===== src/rtl/hazard_ctrl_if.sv =====
// Pipeline <-> hazard controller signal bundle.
// master = pipeline datapath side, slave = hazard_ctrl side.
interface hazard_ctrl_if;
    logic [4:0] id_rs;
    logic [4:0] id_rt;
    logic       id_jr;
    logic       idex_memRead;
    logic       idex_regWrite;
    logic [4:0] idex_rd;
    logic       exmem_regWrite;
    logic [4:0] exmem_rd;
    logic       exmem_mem_req;
    logic       mem_ready;
    logic       exmem_branch_taken;

    logic       pc_write;
    logic       ifid_write;
    logic       idex_bubble;
    logic       ifid_flush;
    logic       idex_flush;
    logic       exmem_flush;
    logic       pipe_freeze;
    logic       mem_err;

    modport master (
        output id_rs, id_rt, id_jr, idex_memRead, idex_regWrite, idex_rd,
               exmem_regWrite, exmem_rd, exmem_mem_req, mem_ready, exmem_branch_taken,
        input  pc_write, ifid_write, idex_bubble, ifid_flush, idex_flush,
               exmem_flush, pipe_freeze, mem_err
    );

    modport slave (
        input  id_rs, id_rt, id_jr, idex_memRead, idex_regWrite, idex_rd,
               exmem_regWrite, exmem_rd, exmem_mem_req, mem_ready, exmem_branch_taken,
        output pc_write, ifid_write, idex_bubble, ifid_flush, idex_flush,
               exmem_flush, pipe_freeze, mem_err
    );
endinterface


===== src/rtl/hazard_ctrl.sv =====
// Pipeline hazard controller: load-use/jr stalls, branch flushes, data-memory freeze with timeout.
// Optional HAZARD_STATS_EN adds saturating stall_cnt / flush_cnt outputs.
module hazard_ctrl #(
    parameter int unsigned MEM_TIMEOUT = 16
) (
    input  logic          clk,
    input  logic          reset,
    hazard_ctrl_if.slave  hz
`ifdef HAZARD_STATS_EN
    ,
    output logic [15:0]   stall_cnt,
    output logic [15:0]   flush_cnt
`endif
);

    localparam int unsigned CW = $clog2(MEM_TIMEOUT) + 1;
    localparam logic [CW-1:0] TMO = CW'(MEM_TIMEOUT);
    localparam logic [CW-1:0] CNT_ONE = CW'(1);

    typedef enum logic {RUN, MEM_WAIT} state_t;

    state_t        state, state_nxt;
    logic [CW-1:0] cnt, cnt_nxt;
    logic          err_q, err_nxt;

    logic pc_write, ifid_write, idex_bubble;
    logic ifid_flush, idex_flush, exmem_flush, pipe_freeze;
    logic load_use, jr_haz, mem_stall;

    always_comb begin
        load_use = hz.idex_memRead && (hz.idex_rd != 5'd0) &&
                   ((hz.idex_rd == hz.id_rs) || (hz.idex_rd == hz.id_rt));
        jr_haz   = hz.id_jr && (hz.id_rs != 5'd0) &&
                   ((hz.idex_regWrite && (hz.idex_rd == hz.id_rs)) ||
                    (hz.exmem_regWrite && (hz.exmem_rd == hz.id_rs)));
        mem_stall = hz.exmem_mem_req && !hz.mem_ready;
    end

    always_comb begin
        pc_write    = 1'b1;
        ifid_write  = 1'b1;
        idex_bubble = 1'b0;
        ifid_flush  = 1'b0;
        idex_flush  = 1'b0;
        exmem_flush = 1'b0;
        pipe_freeze = 1'b0;
        state_nxt   = state;
        cnt_nxt     = cnt;
        err_nxt     = err_q;

        if (reset) begin
            pc_write    = 1'b0;
            ifid_write  = 1'b0;
            idex_bubble = 1'b1;
            ifid_flush  = 1'b1;
            idex_flush  = 1'b1;
            exmem_flush = 1'b1;
        end else begin
            unique case (state)
                RUN: begin
                    if (mem_stall) begin
                        pc_write    = 1'b0;
                        ifid_write  = 1'b0;
                        pipe_freeze = 1'b1;
                        state_nxt   = MEM_WAIT;
                        cnt_nxt     = CNT_ONE;
                    end else if (hz.exmem_branch_taken) begin
                        ifid_flush  = 1'b1;
                        idex_flush  = 1'b1;
                        exmem_flush = 1'b1;
                    end else if (load_use || jr_haz) begin
                        pc_write    = 1'b0;
                        ifid_write  = 1'b0;
                        idex_bubble = 1'b1;
                    end
                end
                MEM_WAIT: begin
                    // Freeze holds through the completing cycle; release shows up next cycle.
                    pc_write    = 1'b0;
                    ifid_write  = 1'b0;
                    pipe_freeze = 1'b1;
                    if (hz.mem_ready) begin
                        state_nxt = RUN;
                    end else if (cnt == TMO) begin
                        state_nxt = RUN;
                        err_nxt   = 1'b1;
                    end else if (cnt != '1) begin
                        cnt_nxt = cnt + CNT_ONE;
                    end
                end
                default: state_nxt = RUN;
            endcase
        end
    end

    always_ff @(posedge clk) begin
        if (reset) begin
            state <= RUN;
            cnt   <= '0;
            err_q <= 1'b0;
        end else begin
            state <= state_nxt;
            cnt   <= cnt_nxt;
            err_q <= err_nxt;
        end
    end

    assign hz.pc_write    = pc_write;
    assign hz.ifid_write  = ifid_write;
    assign hz.idex_bubble = idex_bubble;
    assign hz.ifid_flush  = ifid_flush;
    assign hz.idex_flush  = idex_flush;
    assign hz.exmem_flush = exmem_flush;
    assign hz.pipe_freeze = pipe_freeze;
    assign hz.mem_err     = err_q;

`ifdef HAZARD_STATS_EN
    always_ff @(posedge clk) begin
        if (reset) begin
            stall_cnt <= '0;
            flush_cnt <= '0;
        end else begin
            if (!pc_write && (stall_cnt != '1)) stall_cnt <= stall_cnt + 16'd1;
            if (ifid_flush && (flush_cnt != '1)) flush_cnt <= flush_cnt + 16'd1;
        end
    end
`endif

endmodule

===== src/flat_wrapper.sv =====
// flat-port wrapper written by rule: the top's interface ports become plain ports
module hazard_ctrl_flat 
#(
    parameter int unsigned MEM_TIMEOUT = 16
)
  (clk, reset, hz_id_rs, hz_id_rt, hz_id_jr, hz_idex_memRead, hz_idex_regWrite, hz_idex_rd, hz_exmem_regWrite, hz_exmem_rd, hz_exmem_mem_req, hz_mem_ready, hz_exmem_branch_taken, hz_pc_write, hz_ifid_write, hz_idex_bubble, hz_ifid_flush, hz_idex_flush, hz_exmem_flush, hz_pipe_freeze, hz_mem_err);
  hazard_ctrl_if hz_i ();
  input  logic clk;
  input  logic reset;
  input wire logic [$bits(hz_i.id_rs)-1:0] hz_id_rs;
  input wire logic [$bits(hz_i.id_rt)-1:0] hz_id_rt;
  input wire logic [$bits(hz_i.id_jr)-1:0] hz_id_jr;
  input wire logic [$bits(hz_i.idex_memRead)-1:0] hz_idex_memRead;
  input wire logic [$bits(hz_i.idex_regWrite)-1:0] hz_idex_regWrite;
  input wire logic [$bits(hz_i.idex_rd)-1:0] hz_idex_rd;
  input wire logic [$bits(hz_i.exmem_regWrite)-1:0] hz_exmem_regWrite;
  input wire logic [$bits(hz_i.exmem_rd)-1:0] hz_exmem_rd;
  input wire logic [$bits(hz_i.exmem_mem_req)-1:0] hz_exmem_mem_req;
  input wire logic [$bits(hz_i.mem_ready)-1:0] hz_mem_ready;
  input wire logic [$bits(hz_i.exmem_branch_taken)-1:0] hz_exmem_branch_taken;
  output wire logic [$bits(hz_i.pc_write)-1:0] hz_pc_write;
  output wire logic [$bits(hz_i.ifid_write)-1:0] hz_ifid_write;
  output wire logic [$bits(hz_i.idex_bubble)-1:0] hz_idex_bubble;
  output wire logic [$bits(hz_i.ifid_flush)-1:0] hz_ifid_flush;
  output wire logic [$bits(hz_i.idex_flush)-1:0] hz_idex_flush;
  output wire logic [$bits(hz_i.exmem_flush)-1:0] hz_exmem_flush;
  output wire logic [$bits(hz_i.pipe_freeze)-1:0] hz_pipe_freeze;
  output wire logic [$bits(hz_i.mem_err)-1:0] hz_mem_err;
  assign hz_i.id_rs = hz_id_rs;
  assign hz_i.id_rt = hz_id_rt;
  assign hz_i.id_jr = hz_id_jr;
  assign hz_i.idex_memRead = hz_idex_memRead;
  assign hz_i.idex_regWrite = hz_idex_regWrite;
  assign hz_i.idex_rd = hz_idex_rd;
  assign hz_i.exmem_regWrite = hz_exmem_regWrite;
  assign hz_i.exmem_rd = hz_exmem_rd;
  assign hz_i.exmem_mem_req = hz_exmem_mem_req;
  assign hz_i.mem_ready = hz_mem_ready;
  assign hz_i.exmem_branch_taken = hz_exmem_branch_taken;
  assign hz_pc_write = hz_i.pc_write;
  assign hz_ifid_write = hz_i.ifid_write;
  assign hz_idex_bubble = hz_i.idex_bubble;
  assign hz_ifid_flush = hz_i.ifid_flush;
  assign hz_idex_flush = hz_i.idex_flush;
  assign hz_exmem_flush = hz_i.exmem_flush;
  assign hz_pipe_freeze = hz_i.pipe_freeze;
  assign hz_mem_err = hz_i.mem_err;
  hazard_ctrl #(.MEM_TIMEOUT(MEM_TIMEOUT)) u_core (.clk(clk), .reset(reset), .hz(hz_i));
endmodule

===== config.mk =====
export PLATFORM = sky130hd
export DESIGN_NAME = hazard_ctrl_flat
export DESIGN_NICKNAME = d
export VERILOG_FILES = /design/src/rtl/hazard_ctrl_if.sv /design/src/rtl/hazard_ctrl.sv /design/src/flat_wrapper.sv
export SDC_FILE = /design/constraint.sdc
export NUM_CORES = 1
export LEC_CHECK = 0
export CELL_PAD_IN_SITES_DETAIL_PLACEMENT = 0
export CELL_PAD_IN_SITES_GLOBAL_PLACEMENT = 1
export CORE_MARGIN = 4
export CORE_UTILIZATION = 26
export DETAILED_ROUTE_END_ITERATION = 8
export PLACE_DENSITY_LB_ADDON = 0.25
export SYNTH_ARGS = -nofsm -noshare
export SYNTH_HDL_FRONTEND = slang
export SYNTH_SLANG_ARGS = --single-unit

===== constraint.sdc =====
create_clock -name clk -period 2.9 [get_ports clk]
set_input_delay 0.58 -clock clk [delete_from_list [all_inputs] [get_ports clk]]
set_output_delay 0.58 -clock clk [all_outputs]
set_load 0.02 [all_outputs]

==> metrics.csv, run 1 <==
stage,metric,value,unit
place,placer congestion estimate,0.748,
cells_and_area,# diodes,0,
setup_path,CP Capture Type,primary output,
power,Max IR drop VDD,0.164,mV
die,die height,59.1,um
min_path,worst hold endpoint,u_core.hz.mem_err,
timing,skew final,0.00206,ns
timing,WHS,0.482,ns
cells_and_area,most frequent cells in the layout,"clkdlybuf4s50_1, buf_4, xnor2_1, nor2_1, dfxtp_1",
run,MaxCap Viol Count,0,
setup_path,required time of the critical path,2.32,ns
cells_and_area,area delta synth->final,78.2,%
timing,minimum clock period,2.78,ns
timing,max-slew violations,0,
synth,Mean Syn Cell Area,7.79,um2
setup_path,Critical Path Start Type,primary input,
power,Internal,224,uW
global_routing,largest net degree at the start of global routing,9,
power,share of power burned in registers,31.3,%
place,Placed Instances,161,
synth,top-area cell type share of the netlist area,20.7,%
setup_path,critical path data arrival time,2.20,ns
clock_tree,CTS Buffer Depth,2,
clock_tree,CTS Buf Count,3,
clock_tree,TritonCTS Sinks,7,
power,Static Leakage,0.000508,uW
die,die footprint,3490,um2
clock_tree,CTS root buf,clkbuf_4,
timing,max_slew headroom,78.9,%
setup_path,R2R Path End,u_core.cnt[3],
global_routing,Global Route Usage Sum,11.5,%
power,Gate power share,40.7,%
power,Clock Power Share,28.1,%
setup_path,delay of the slowest critical-path stage,0.50,ns
route,drt pass-1 iters,3,
setup_path,Worst Path Max Fanout,2,
timing,Tcrit/Tclk final,95.8,%
setup_path,crit-path cells,clkdlybuf4s15_1 > or4_4 > o21ai_4 > a2111oi_4 > o31ai_2 > nor3b_2 > buf_4,
place,Buffers on Ports,36,
global_routing,vias in the first global route,767,
cells_and_area,Finished Layout Cells,165,
synth,"flops & latches, synth",7,
cells_and_area,Final #Nets,168,
timing,Slew @ Worst Pin,0.315,ns
cells_and_area,utilization of the core after routing,48.8,%
global_routing,grt ovf,0,
cells_and_area,layout cells sized above 1,24.4,%
route,Antenna Violating Nets Remaining,0,
timing,Fmax,0.360,GHz
synth,Post-Synthesis Cell Area,678,um2
cells_and_area,area taken by multi-input logic gates,547,um2
die,row count,18,
setup_path,R2R cell count,8,
timing,unrepaired setup endpoints after global routing,no,
synth,"area leader, netlist",dfxtp_1,
cells_and_area,"most common cell after layout, fill and taps aside",clkdlybuf4s50_1,
route,vias,781,
die,Starting Density,27.4,%
die,Die X,59.1,um
cells_and_area,Fillers,270,
cells_and_area,Sequential Area,140,um2
route,WL final,1970,um
setup_path,FF-to-FF setup slack,1.18,ns
route,drt wl/cell,11.9,um
setup_path,RR Startpoint,u_core.cnt[0],
timing,final setup violation count,0,
global_routing,initial antenna violation count,0,
synth,syn_nets,119,
timing,Final Hold Viols,0,
run_status,status,completed,
setup_path,Slowest cell on crit path,or4_4,
min_path,hold crit path type,reg2reg,
clock_tree,Clock transition at path regs,0.05,ns
synth,sequential area share after synthesis,20.7,%
clock_tree,H-tree depth,1,
die,IO Pins,37,
power,Total Power,322,uW
global_routing,first-pass GRT wire length,3050,um
synth,Post-Syn Instances,87,
min_path,min-delay src,u_core.hz.mem_err,
power,Net Switching,98.3,uW
power,P per Cell Area,267,nW/um2
route,post-route DRC violation count,0,
synth,yosys warns,0,
route,initial drt markers,11,
min_path,Hold Path Stages,2,
place,post-DP HPWL,1660,um
synth,"Distinct cells, synth",34,
setup_path,Setup CP Type,in2out,
die,core area,2480,um2
clock_tree,TritonCTS clock tree,yes,
synth,Area contributors post-synth,"dfxtp_1, xnor2_1, ha_1",
route,Vias/cell,4.73,
clock_tree,Worst-Skew Late Latency,0.25,ns
power,sw frac,30.5,%
layer usage:
metal	up-vias	wire (um)	part of all wire (%)	global-route usage (%)
met2	21	1020	52	20.0
li1	403	-	-	-
met4	0	40	2.0	6.80
met1	353	799	41	13.1
met5	-	0	0	0
met3	4	104	5.3	1.96
cell type report:
class / instances / share of cell area [%]
Timing Repair Buffer: 49 / 36.0
Clock buffer: 4 / 2.17
Tap cell: 30 / 3.11
Inverter: 6 / 1.86
Multi-Input combinational cell: 69 / 45.2
Sequential cell: 7 / 11.6
repair_timing:
item                       CTS  global route
setup buffers                0             0
setup endpoints to repair    3             6
resized for setup           23            22
hold buffers                 0             0
pin swaps                    6             7
synthesized netlist by cell type, drive strengths merged:
cell type  count
nor3b          1
buf            3
a21o           1
or4            2
nor2          10
a31oi          1
or2            1
nand2b         1
dfxtp          7
ha             3
nand4          1
xor2           4
a2111oi        1
o21bai         2
xnor2         13
nor4           1
and3           2
o211a          1
nand4b         1
clkbuf         2
o211ai         2
inv            6
nand2          3
mux2i          1
o31ai          1
a21oi          3
nand3          3
o21ai          5
a211oi         1
nor3           4
logic make-up after synthesis:
family,Yosys count,synth area share (%)
compound gates,18,18.8
mux,1,1.48
xor+xnor,17,22.0
flops,7,20.7
simple gates,30,23.8
buf+inv,11,7.75
fa+ha+maj,3,5.54
registers in the layout, summed over array words and instances (netlist names):
signal	cells
u_core.hz.mem_err	1
u_core.cnt	5
u_core.state	1
power groups by stage:
stage | Sequential [uW] | Combinational (uW) | Clock (uW)
finish | 101 | 131 | 90.5
global placement | 103 | 127 | 0
CTS | 101 | 125 | 98.9
floorplan | 101 | 51.4 | 0
detailed placement | 103 | 128 | 0
global route | 101 | 142 | 105
critical path, delay by kind of cell:
kind | cells | cell delay, ns
AO/OA/AOI/OAI | 3 | 0.51
AND/OR/NAND/NOR | 2 | 0.74
buffers and inverters | 2 | 0.37
per-stage QoR:
stage	TNS [ns]	setup slack, ns	cell area [um2]
2_1_floorplan	0	0.111	678
3_3_place_gp	-1.74	-0.657	1140
3_5_place_dp	-1.79	-0.676	1140
4_1_cts	0	0.00175	1160
5_1_grt	0	0.0127	1210
6_report	0	0.122	1210
worst max-delay path by stage:
| stage | end | startpoint | cells past startpoint | slack (ns) |
|---|---|---|---|---|
| global route | hz_ifid_write | hz_idex_rd[0] | 6 | 0.01 |
| global placement | hz_pc_write | hz_id_rs[1] | 7 | -0.66 |
| finish | hz_ifid_write | hz_idex_rd[3] | 7 | 0.12 |
| CTS | hz_ifid_write | hz_idex_rd[2] | 7 | 0.002 |
| detailed placement | hz_ifid_write | hz_id_rs[1] | 7 | -0.68 |
| floorplan | hz_pc_write | hz_id_rs[1] | 6 | 0.11 |
Power figures use the tool's default switching activity.
==> run 2, diff against run 1 <==
- CORE_ASPECT_RATIO: not set -> 0.9
- CTS_CLUSTER_SIZE: not set -> 25
==> run 2 against run 1 <==
Effect of this change: register-to-register slack got worse by 0.04 ns; fmax shrank 0.30%; flip-flop and latch count did not move; critical endpoint unchanged; largest cell class unchanged.
==> metrics.csv, run 2 (synthesis results as in run 1) <==
stage,metric,value,unit,change
run_status,status,completed,,
setup_path,Setup CP Type,in2out,,
route,drt pass-1 iters,5,,+2
clock_tree,TritonCTS clock tree,yes,,
cells_and_area,max reg flops,5,,unchanged
run,MaxCap Viol Count,0,,unchanged
cells_and_area,Fillers,259,,-4.1%
power,Max IR drop VDD,0.209,mV,+28%
setup_path,Critical Path Start Type,primary input,,
clock_tree,# Post-CTS Setup Buffers,0,,unchanged
timing,final setup violation count,0,,unchanged
cells_and_area,most frequent cells in the layout,"clkdlybuf4s50_1, xnor2_1, buf_4, nor2_1, dfxtp_1",,
global_routing,initial antenna violation count,0,,unchanged
place,placer congestion estimate,0.717,,-4.1%
setup_path,"delay-heaviest family, CP",simple AND/OR/NAND/NOR gates,,
setup_path,critical path data arrival time,2.21,ns,about the same
die,die footprint,3490,um2,about the same
cells_and_area,area delta synth->final,74.0,%,
cells_and_area,# diodes,0,,unchanged
clock_tree,CTS root buf,clkbuf_4,,
cells_and_area,Sequential Area,140,um2,unchanged
place,post-DP HPWL,1650,um,-0.90%
place,pre-CTS setup slack,-0.635,ns,+0.0413 ns
setup_path,required time of the critical path,2.32,ns,about the same
global_routing,first-pass GRT wire length,3300,um,+8.2%
setup_path,CP Capture Type,primary output,,
global_routing,grt ovf,0,,unchanged
clock_tree,Worst-Skew Late Latency,0.26,ns,about the same
timing,Slew @ Worst Pin,0.348,ns,+0.0323 ns
place,Buffers on Ports,36,,unchanged
clock_tree,Clock transition at path regs,0.05,ns,about the same
route,post-route DRC violation count,0,,unchanged
route,initial drt markers,19,,+8
timing,max-slew violations,0,,unchanged
timing,minimum clock period,2.79,ns,+0.00842 ns
cells_and_area,layout cells sized above 1,22.6,%,-1.9 points
clock_tree,CTS Buf Count,3,,unchanged
die,row count,17,,-1
setup_path,Worst Path Max Fanout,2,,unchanged
global_routing,largest net degree at the start of global routing,9,,unchanged
timing,setup_tns,0,ns,unchanged
timing,max_slew headroom,76.7,%,-2.2 points
timing,Setup WS post-layout,0.114,ns,-0.00842 ns
min_path,hold crit path type,reg2reg,,
route,WL final,1890,um,-4.0%
setup_path,worst path bufs/invs,2,,unchanged
timing,Fmax,0.359,GHz,-0.30%
timing,skew final,0.00239,ns,+0.000327 ns
die,Die X,61.8,um,+4.7%
setup_path,crit-path cells,clkdlybuf4s15_1 > or4_4 > o21ai_4 > a2111oi_4 > o31ai_2 > nor3b_2 > buf_4,,
route,Antenna Violating Nets Remaining,0,,unchanged
route,vias,754,,-3.5%
die,die height,56.5,um,-4.4%
cells_and_area,Final #Nets,166,,-1.2%
timing,Tcrit/Tclk final,96.1,%,+0.29 points
timing,Final Hold Viols,0,,unchanged
global_routing,vias in the first global route,784,,+2.2%
clock_tree,CTS Hold Bufs,0,,unchanged
clock_tree,CTS Buffer Depth,2,,unchanged
clock_tree,TritonCTS Sinks,7,,unchanged
route,Vias/cell,4.68,,-1.1%
die,Starting Density,27.5,%,+0.11 points
cells_and_area,utilization of the core after routing,47.8,%,-0.97 points
cells_and_area,register name with the most flops,u_core.cnt,,
power,P per Cell Area,271,nW/um2,+1.7%
setup_path,Slowest cell on crit path,or4_4,,
route,drt wl/cell,11.7,um,-1.6%
setup_path,delay of the slowest critical-path stage,0.50,ns,about the same
power,Static Leakage,0.000480,uW,-5.5%
cells_and_area,"most common cell after layout, fill and taps aside",clkdlybuf4s50_1,,
global_routing,Global Route Usage Sum,12.3,%,+0.82 points
die,core area,2470,um2,-0.40%
die,IO Pins,37,,unchanged
clock_tree,H-tree depth,1,,unchanged
cells_and_area,area taken by multi-input logic gates,543,um2,-0.69%
run 2: changes by cell type in the layout (fill, tap and decap cells not counted), sizes merged:
cell,before,now
buf,15,13
clkdlybuf4s50,21,24
dlymetal6s2s,4,1
run 2: stage by stage:
step           cells  hold slack (ns)  instance area, um2  total power, uW
2_1_floorplan     87            0.486                 678              153
3_3_place_gp     157            0.450                1130              227
3_5_place_dp     157            0.470                1130              227
4_1_cts          161            0.483                1150              319
5_1_grt          161            0.521                1180              339
6_report         161            0.476                1180              320
run 2: worst min-delay path: cells and delay by family (launching register included):
family | cells | cell delay [ns]
flip-flops | 1 | 0.33
AND/OR/NAND/NOR | 2 | 0.12
run 2: layout make-up:
class | instances | share of cell area, %
Inverter | 6 | 1.91
Tap cell | 28 | 2.97
Timing Repair Buffer | 47 | 35.0
Sequential cell | 7 | 11.9
Clock buffer | 4 | 2.23
Multi-Input combinational cell | 69 | 46.0
run 2: final timing paths:
kind	startpoint	endpoint	slack, ns	cells past startpoint
max	hz_idex_rd[3]	hz_ifid_write	0.11	7
min	u_core.hz.mem_err	u_core.hz.mem_err	0.48	2
max reg2reg	u_core.cnt[0]	u_core.cnt[3]	1.14	8
min reg2reg	u_core.hz.mem_err	u_core.hz.mem_err	0.48	2
run 2: per-layer routing:
| layer | global-route usage (%) | vias up | share of wire (%) |
|---|---|---|---|
| met5 | 0 | - | 0 |
| met4 | 4.55 | 0 | 1.0 |
| met3 | 3.91 | 2 | 6.2 |
| met2 | 19.3 | 26 | 49 |
| met1 | 15.5 | 332 | 44 |
| li1 | - | 394 | - |
run 2: where the power goes:
part	internal, uW	leakage, uW	total [uW]	switching (uW)
logic	71.9	0.000409	127	55.3
clock network	52.7	0.0000150	92.4	39.7
registers	97.9	0.0000567	101	2.77
total	223	0.000480	320	97.7
run 2: timing repair:
item / 4_1_cts / 5_1_grt
endpoints found under the setup margin: 3 / 3
pin swaps: 6 / 6
gates resized for setup: 24 / 16
